===== config.mk =====
export PLATFORM = sky130hd
export DESIGN_NAME = grayscale_pipe
export DESIGN_NICKNAME = d
export VERILOG_FILES = /design/src/rtl/grayscale_pipe.sv
export SDC_FILE = /design/constraint.sdc
export NUM_CORES = 1
export LEC_CHECK = 0
export CAP_MARGIN = 20
export CORE_ASPECT_RATIO = 0.5
export CORE_MARGIN = 4
export CORE_UTILIZATION = 40
export CTS_CLUSTER_DIAMETER = 30
export DETAILED_ROUTE_END_ITERATION = 7
export PLACE_DENSITY = 0.55
export SETUP_SLACK_MARGIN = 0.5
export SLEW_MARGIN = 30
export SYNTH_ARGS = -nofsm -noshare
export SYNTH_HDL_FRONTEND = slang
export SYNTH_SLANG_ARGS = --single-unit

===== constraint.sdc =====
create_clock -name I_CLK -period 4.75 [get_ports I_CLK]
set_input_delay 0.95 -clock I_CLK [delete_from_list [all_inputs] [get_ports I_CLK]]
set_output_delay 0.95 -clock I_CLK [all_outputs]
set_load 0.01 [all_outputs]

===== src/rtl/grayscale_pipe.sv =====
// Purpose: pipelined RGB-to-grayscale converter; per-pixel mode (luminosity, average, max, bypass).
// Latency: 2 cycles from input acceptance to O_OUT_VALID when not stalled; 1 pixel/cycle throughput.
// Backpressure: O_IN_READY = ~O_OUT_VALID | I_OUT_READY; when low, every stage holds.
//
// Ports:
//   I_CLK, I_RESET         clock, synchronous active-high reset
//   I_MODE                 0 luminosity, 1 average, 2 max, 3 bypass; travels with its pixel
//   I_PIXEL/I_IN_VALID     input pixel {R,G,B} (R in MSBs) and its valid; O_IN_READY accepts it
//   O_PIXEL/O_OUT_VALID    output pixel {Y,Y,Y} (or original in bypass); I_OUT_READY accepts it
//   O_PIXEL_COUNT          output transfers since reset, wraps
module grayscale_pipe #(
  parameter int P_PIXEL_DEPTH = 24,  // must be a multiple of 3
  parameter int P_COUNT_WIDTH = 32
) (
  input  logic                     I_CLK,
  input  logic                     I_RESET,
  input  logic [1:0]               I_MODE,
  input  logic [P_PIXEL_DEPTH-1:0] I_PIXEL,
  input  logic                     I_IN_VALID,
  output logic                     O_IN_READY,
  output logic [P_PIXEL_DEPTH-1:0] O_PIXEL,
  output logic                     O_OUT_VALID,
  input  logic                     I_OUT_READY,
  output logic [P_COUNT_WIDTH-1:0] O_PIXEL_COUNT
);

  localparam int C  = P_PIXEL_DEPTH / 3;
  localparam int PW = C + 8;   // weighted product width
  localparam int SW = C + 2;   // R+G+B width
  localparam int LW = C + 10;  // luminosity sum width, headroom over 256*(2^C-1)
  localparam int AW = C + 10;  // (R+G+B)*171 width

  localparam logic [1:0] MODE_LUM = 2'd0;
  localparam logic [1:0] MODE_AVG = 2'd1;
  localparam logic [1:0] MODE_MAX = 2'd2;

  // S1 stage
  logic                     s1_vld_q,  s1_vld_d;
  logic [PW-1:0]            s1_pr_q,   s1_pr_d;
  logic [PW-1:0]            s1_pg_q,   s1_pg_d;
  logic [PW-1:0]            s1_pb_q,   s1_pb_d;
  logic [SW-1:0]            s1_sum_q,  s1_sum_d;
  logic [C-1:0]             s1_max_q,  s1_max_d;
  logic [P_PIXEL_DEPTH-1:0] s1_pix_q,  s1_pix_d;
  logic [1:0]               s1_mode_q, s1_mode_d;

  // S2 stage (output register)
  logic                     out_vld_q, out_vld_d;
  logic [P_PIXEL_DEPTH-1:0] out_pix_q, out_pix_d;
  logic [P_COUNT_WIDTH-1:0] cnt_q,     cnt_d;

  logic                     adv;
  logic [C-1:0]             in_r, in_g, in_b;
  logic [LW-1:0]            lum_sum;
  logic [AW-1:0]            avg_prod;
  logic [C:0]               avg_shr;
  logic [C-1:0]             y_lum, y_avg, gray;

  assign adv         = ~out_vld_q | I_OUT_READY;
  assign O_IN_READY  = adv;
  assign O_OUT_VALID = out_vld_q;
  assign O_PIXEL     = out_pix_q;
  assign O_PIXEL_COUNT = cnt_q;

  assign in_r = I_PIXEL[3*C-1:2*C];
  assign in_g = I_PIXEL[2*C-1:C];
  assign in_b = I_PIXEL[C-1:0];

  // S2 arithmetic on the S1 registers
  always_comb begin
    lum_sum  = LW'(s1_pr_q) + LW'(s1_pg_q) + LW'(s1_pb_q);
    y_lum    = lum_sum[C+7:8];
    avg_prod = AW'(s1_sum_q) * AW'(171);
    avg_shr  = avg_prod[AW-1:9];
    // 171/512 slightly exceeds 1/3, so wide channels can overshoot full scale
    y_avg    = avg_shr[C] ? {C{1'b1}} : avg_shr[C-1:0];
    case (s1_mode_q)
      MODE_LUM: gray = y_lum;
      MODE_AVG: gray = y_avg;
      default:  gray = s1_max_q;
    endcase
  end

  always_comb begin
    s1_vld_d  = s1_vld_q;
    s1_pr_d   = s1_pr_q;
    s1_pg_d   = s1_pg_q;
    s1_pb_d   = s1_pb_q;
    s1_sum_d  = s1_sum_q;
    s1_max_d  = s1_max_q;
    s1_pix_d  = s1_pix_q;
    s1_mode_d = s1_mode_q;
    out_vld_d = out_vld_q;
    out_pix_d = out_pix_q;
    cnt_d     = cnt_q;

    if (out_vld_q && I_OUT_READY) begin
      cnt_d = cnt_q + P_COUNT_WIDTH'(1);
    end

    if (adv) begin
      // S1 <- input; a bubble only clears the valid, data is left untouched
      s1_vld_d = I_IN_VALID;
      if (I_IN_VALID) begin
        s1_pr_d   = PW'(in_r) * PW'(77);
        s1_pg_d   = PW'(in_g) * PW'(150);
        s1_pb_d   = PW'(in_b) * PW'(29);
        s1_sum_d  = SW'(in_r) + SW'(in_g) + SW'(in_b);
        s1_max_d  = (in_r >= in_g) ? ((in_r >= in_b) ? in_r : in_b)
                                   : ((in_g >= in_b) ? in_g : in_b);
        s1_pix_d  = I_PIXEL;
        s1_mode_d = I_MODE;
      end
      // S2 <- S1
      out_vld_d = s1_vld_q;
      if (s1_vld_q) begin
        out_pix_d = (s1_mode_q == 2'd3) ? s1_pix_q : {3{gray}};
      end
    end
  end

  always_ff @(posedge I_CLK) begin
    if (I_RESET) begin
      s1_vld_q  <= 1'b0;
      s1_pr_q   <= '0;
      s1_pg_q   <= '0;
      s1_pb_q   <= '0;
      s1_sum_q  <= '0;
      s1_max_q  <= '0;
      s1_pix_q  <= '0;
      s1_mode_q <= '0;
      out_vld_q <= 1'b0;
      out_pix_q <= '0;
      cnt_q     <= '0;
    end else begin
      s1_vld_q  <= s1_vld_d;
      s1_pr_q   <= s1_pr_d;
      s1_pg_q   <= s1_pg_d;
      s1_pb_q   <= s1_pb_d;
      s1_sum_q  <= s1_sum_d;
      s1_max_q  <= s1_max_d;
      s1_pix_q  <= s1_pix_d;
      s1_mode_q <= s1_mode_d;
      out_vld_q <= out_vld_d;
      out_pix_q <= out_pix_d;
      cnt_q     <= cnt_d;
    end
  end

endmodule


## After elaboration in Yosys (flattened, before gate mapping)

Cells that the tools add are included.

| word-level totals | value |
|---|---|
| register bits | 145 |
| bits in latches | 0 |
| RAM bits | 0 |
| memory bits (read-only) | 0 |
| input port bits | 30 |
| output and inout bits | 58 |
| memories kept | 0 |

| cells by class | value |
|---|---|
| add/subtract/negate cells | 5 |
| $mul | 4 |
| div/mod/pow operators | 0 |
| $lt $le $gt $ge | 3 |
| eq/ne operators | 2 |
| shift-type cells | 0 |
| multiplexer cells | 6 |
| bitwise logic cells | 2 |
| reduce and logical (&&, ||, !) cells | 4 |

Operators with widths:

| cell | count |
|---|---|
| adder 32 x 1 -> 32 bit (second input constant) | 1 |
| 2-to-1 mux 8 bit | 4 |
| multiplier 8 x 7 -> 15 bit (second input constant) | 2 |
| >= comparator 8 bit | 3 |
| 2-to-1 mux 24 bit | 1 |
| multiplier 10 x 8 -> 18 bit (second input constant) | 1 |
| adder 15 x 16 -> 16 bit | 1 |
| adder 16 x 13 -> 16 bit | 1 |
| one-hot mux 8 bit (2 select lines) | 1 |
| multiplier 8 x 5 -> 13 bit (second input constant) | 1 |
| adder 9 x 8 -> 10 bit | 1 |
| adder 8 x 8 -> 9 bit | 1 |
| AND reduction 2 bit | 2 |
| == test 2 x 1 -> 1 bit (second input constant) | 1 |
| == test 2 bit (second input constant) | 1 |
| logical NOT 2 bit | 1 |
| logical AND 1 bit | 1 |
| inverter 1 bit | 1 |
| OR 1 bit | 1 |

## Longest topological paths before layout

| logic depth | value |
|---|---|
| depth after elaboration | 4 |
| gate-level depth with buffers | 15 |
| depth with buffers taken out | 14 |

## Worst setup path after synthesis

Ideal clock, no wire load.

| timing | value |
|---|---|
| kind | register to register |
| from | register s1_sum_q[5] |
| to | register out_pix_q[16] (netlist: O_PIXEL[16]) |
| arrival | 4.136 ns |
| required time | 4.619 ns |
| slack | 0.482 ns |
| cell stages (with the launch flop) | 16 |
| path through | dfxtp_1 ha_1 fa_1 fa_1 inv_1 fa_1 inv_1 ha_1 buf_2 a21o_1 a21o_1 a211o_1 o32ai_4 o21ai_2 o221ai_1 a31oi_1 |

| between the ends | value |
|---|---|
| cells in the longest elaborated chain, start to end | 4 |

Ends and longest elaborated chain:

| what | line | source |
|---|---|---|
| start, declared | 42 | `logic [SW-1:0] s1_sum_q, s1_sum_d;` |
| start signal, assigned | 140 | `s1_sum_q <= s1_sum_d;` |
| multiplier 10 x 8 -> 18 bit | 73 | `avg_prod = AW'(s1_sum_q) * AW'(171);` |
| 2-to-1 mux 8 bit | 76 | `y_avg = avg_shr[C] ? {C{1'b1}} : avg_shr[C-1:0];` |
| one-hot mux 8 bit (2 select lines) | 77 | `case (s1_mode_q)` |
| 2-to-1 mux 24 bit | 117 | `out_pix_d = (s1_mode_q == 2'd3) ? s1_pix_q : {3{gray}};` |
| end signal, assigned | 145 | `out_pix_q <= out_pix_d;` |
| end, declared | 49 | `logic [P_PIXEL_DEPTH-1:0] out_pix_q, out_pix_d;` |

No other way between the ends.
A chain may end at the register's enable or synchronous reset.

## Worst setup path after layout

| timing | value |
|---|---|
| from | register s1_sum_q[3] |
| to | register out_pix_q[0] (netlist: O_PIXEL[0]) |

The elaborated chain is that of the path after synthesis.

==> impl_metrics.ini <==
[run_status]
status = complete, no violations

[synth]
synth_ff_type = dfxtp_1
syn_inst = 1371
synthArstFlopShare = 0
ys_seq_area_frac = 0.2389
netlist_area_um2 = 11730
synth_seq_cells = 140
yosysUniqueCellTypes = 80
synth-edff-count = 0
synth_nets = 1658
synth.avg_cell_area_um2 = 8.559
yosysWarnings = 0

[power_and_ir_drop]
ir_drop_uv = 186.4
static-leakage-power_uw = 0.006324
power.density_nw_per_um2 = 366.2

[setup_path]
start_kind = flop
crit_family = adder cells
crit_buf_inv = 3
endpoint_kind = flop
crit_required_ns = 5.06
crit_chain = ha_4 -> fa_1 -> fa_1 -> inv_2 -> fa_1 -> inv_1 -> ha_2 -> or4_4 -> a21oi_4 -> a211oi_4 -> o32ai_4 -> buf_6 -> o21ai_4 -> o221ai_2 -> a31oi_1
crit_arrival_ns = 4.54
r2r_slack_ns = 0.52
critPathKind = reg -> reg
cp_slowest_cell = or4_4
critical_path.max_stage_delay_ns = 0.53
timing.critical_path.mode_cell = fa_1
crit_fanout = 5

[sta]
maxSlewHeadroom = 0.4329
fin_crit_ns = 4.233
rsz0062_at_grt = true
fin_setup_tns_ns = 0
fin_crit_sh = 0.8912
final.setup_skew_ns = 0.009261
final-setup-viol-count = 0
worst_pin_slew_ns = 0.8507
hold_violations = 0
final-max-slew-violation-count = 0
timing.fmax_ghz = 0.2362

[floorplanning]
dieArea_um2 = 32310
io-pin-count = 88
coreArea_um2 = 28300
rows = 43
die_y_um = 129.1
initial_core_util = 0.4146
die_x_um = 250.2

[global_route]
grt_pass1_vias = 9815
grt_pass1_wl_um = 52320
grt_start_max_net_pins = 75
track_usage = 0.2038
grt_overflow = 0
antenna_found_initial = 1

[placed_design]
place_hpwl_um = 25520
io_buffer_count = 87
routabilityCongestion = 0.8464
dp_cells = 1836

[route]
antenna_left = 0
vias = 10021
routedWlPerCell_um = 17.61
dr.pass1.iters = 5
first_iter_violations = 625
routed_via_density = 5.353
routed_wl_um = 32970
drcViolationCount = 0

[clocking]
root_buffer = clkbuf_16
cts_hold_buffers = 0
numCtsBuffers = 17
clk_path_buf_depth = 2
clk_latency_ns = 0.44
cts_max_level = 4
cts_tree = yes
cts.sinks = 140
cts.clk_slew.worst_paths_ns = 0.06

[layout]
drive_gt1_frac = 0.08596
layout_common_cells = 186 x ha_1, 167 x nand2_1, 159 x inv_1
fin_cells = 1872
nets = 1763
fillers = 2778
final_util = 0.4965
syn2layout_area_growth_pct = 19.75
final_common_cell = ha_1

[flow_run]
max-cap-violations = 0

[worst_hold_path]
min_path_type = reg -> reg
final cells by class:
| class | count | area (um^2) | share of cell area |
|---|---|---|---|
| Multi-Input combinational cell | 1021 | 8297 | 0.5905 |
| Sequential cell | 140 | 2814 | 0.2003 |
| Timing Repair Buffer | 134 | 1230 | 0.08753 |
| Inverter | 162 | 608.1 | 0.04328 |
| Clock buffer | 23 | 488.0 | 0.03473 |
| Tap cell | 382 | 478.0 | 0.03402 |
| Clock inverter | 9 | 133.9 | 0.009528 |
| Antenna cell | 1 | 2.502 | 0.0001781 |
metrics by stage:
stage / hold slack [ns] / total power [uW] / worst slack (ns) / area, um^2
2_1_floorplan: 0.4198 / 2990 / 0.5204 / 11740
3_3_place_gp: 0.4384 / 3584 / 0.1196 / 13190
3_5_place_dp: 0.4441 / 3628 / 0.03947 / 13190
4_1_cts: 0.4527 / 5147 / 0.4898 / 13970
5_1_grt: 0.4746 / 5566 / 0.3391 / 14050
6_report: 0.4506 / 5146 / 0.5167 / 14050
synth_stat cells, drive strengths merged, types with 16 or more instances:
master	n	area, um^2
nand2	168	630.6
dfxtp	140	2803
fa	65	1301
buf	18	102.6
o21ai	60	304.0
ha	192	2402
clkbuf	29	108.9
or3	22	137.6
xor2	23	201.4
nor2	70	265.3
nor3	30	155.1
nand4	16	100.1
a21oi	122	625.6
and2	19	118.9
inv	161	604.3
a211oi	18	152.7
xnor2	32	280.3
nand3	23	115.1
kinds of logic after synthesis:
kind of cell,after synthesis,synth area share
flops,140,0.2389
simple gates,397,0.1598
mux,4,0.003412
buf+inv,211,0.07134
fa+ha+maj,257,0.3156
xor+xnor,55,0.04105
compound gates,307,0.1699
worst paths after layout:
check / startpoint / to / cells after the start
worst max-delay path: s1_sum_q[3]$_SDFFE_PP0P_ / O_PIXEL[0]$_SDFFE_PP0P_ / 15
worst min register to register: s1_max_q[3]$_SDFFE_PP0P_ / s1_max_q[3]$_SDFFE_PP0P_ / 2
worst min-delay path: s1_max_q[3]$_SDFFE_PP0P_ / s1_max_q[3]$_SDFFE_PP0P_ / 2
worst max register to register: s1_sum_q[3]$_SDFFE_PP0P_ / O_PIXEL[0]$_SDFFE_PP0P_ / 15
where the power goes:
group | internal [uW] | switching [uW]
sequential | 1300 | 116
clock | 884 | 547
combinational | 999 | 1300
total | 3190 | 1960
worst reg2reg max path: cells and delay by family, from the launching register on:
kind / cells / cell delay [ns]
AOI/OAI and AO/OA: 6 / 1.14
adders and majority gates: 5 / 1.81
buffers and inverters: 3 / 0.26
and+or+nand+nor: 1 / 0.53
DFF: 1 / 0.36
routing by layer:
| layer | up-vias | wire length [um] | track usage | share of wire |
|---|---|---|---|---|
| met5 | - | 13 | 0 | 0.00039 |
| li1 | 4971 | - | - | - |
| met4 | 2 | 658 | 0.05735 | 0.020 |
| met1 | 4805 | 16000 | 0.2784 | 0.49 |
| met2 | 193 | 14930 | 0.3321 | 0.45 |
| met3 | 50 | 1371 | 0.04112 | 0.042 |
timing repair:
| item | in CTS | in global routing |
|---|---|---|
| hold endpoints to repair | 0 | 0 |
| endpoints found under the setup margin | 24 | 28 |
| pin swaps | 27 | 13 |
| cloned | 1 | 0 |
| gates resized for setup | 26 | 17 |
| buffers inserted | 2 | 0 |
state kept, by name, indices dropped and copies added, names as in the netlist:
signal and cells:
O_PIXEL_COUNT 32, O_PIXEL 24, s1_pix_q 24, s1_pg_q 14
s1_pr_q 13, s1_pb_q 11, s1_sum_q 10, s1_max_q 8
s1_mode_q 2, O_OUT_VALID 1, s1_vld_q 1
No activity file was read; power rests on OpenSTA's default activity.
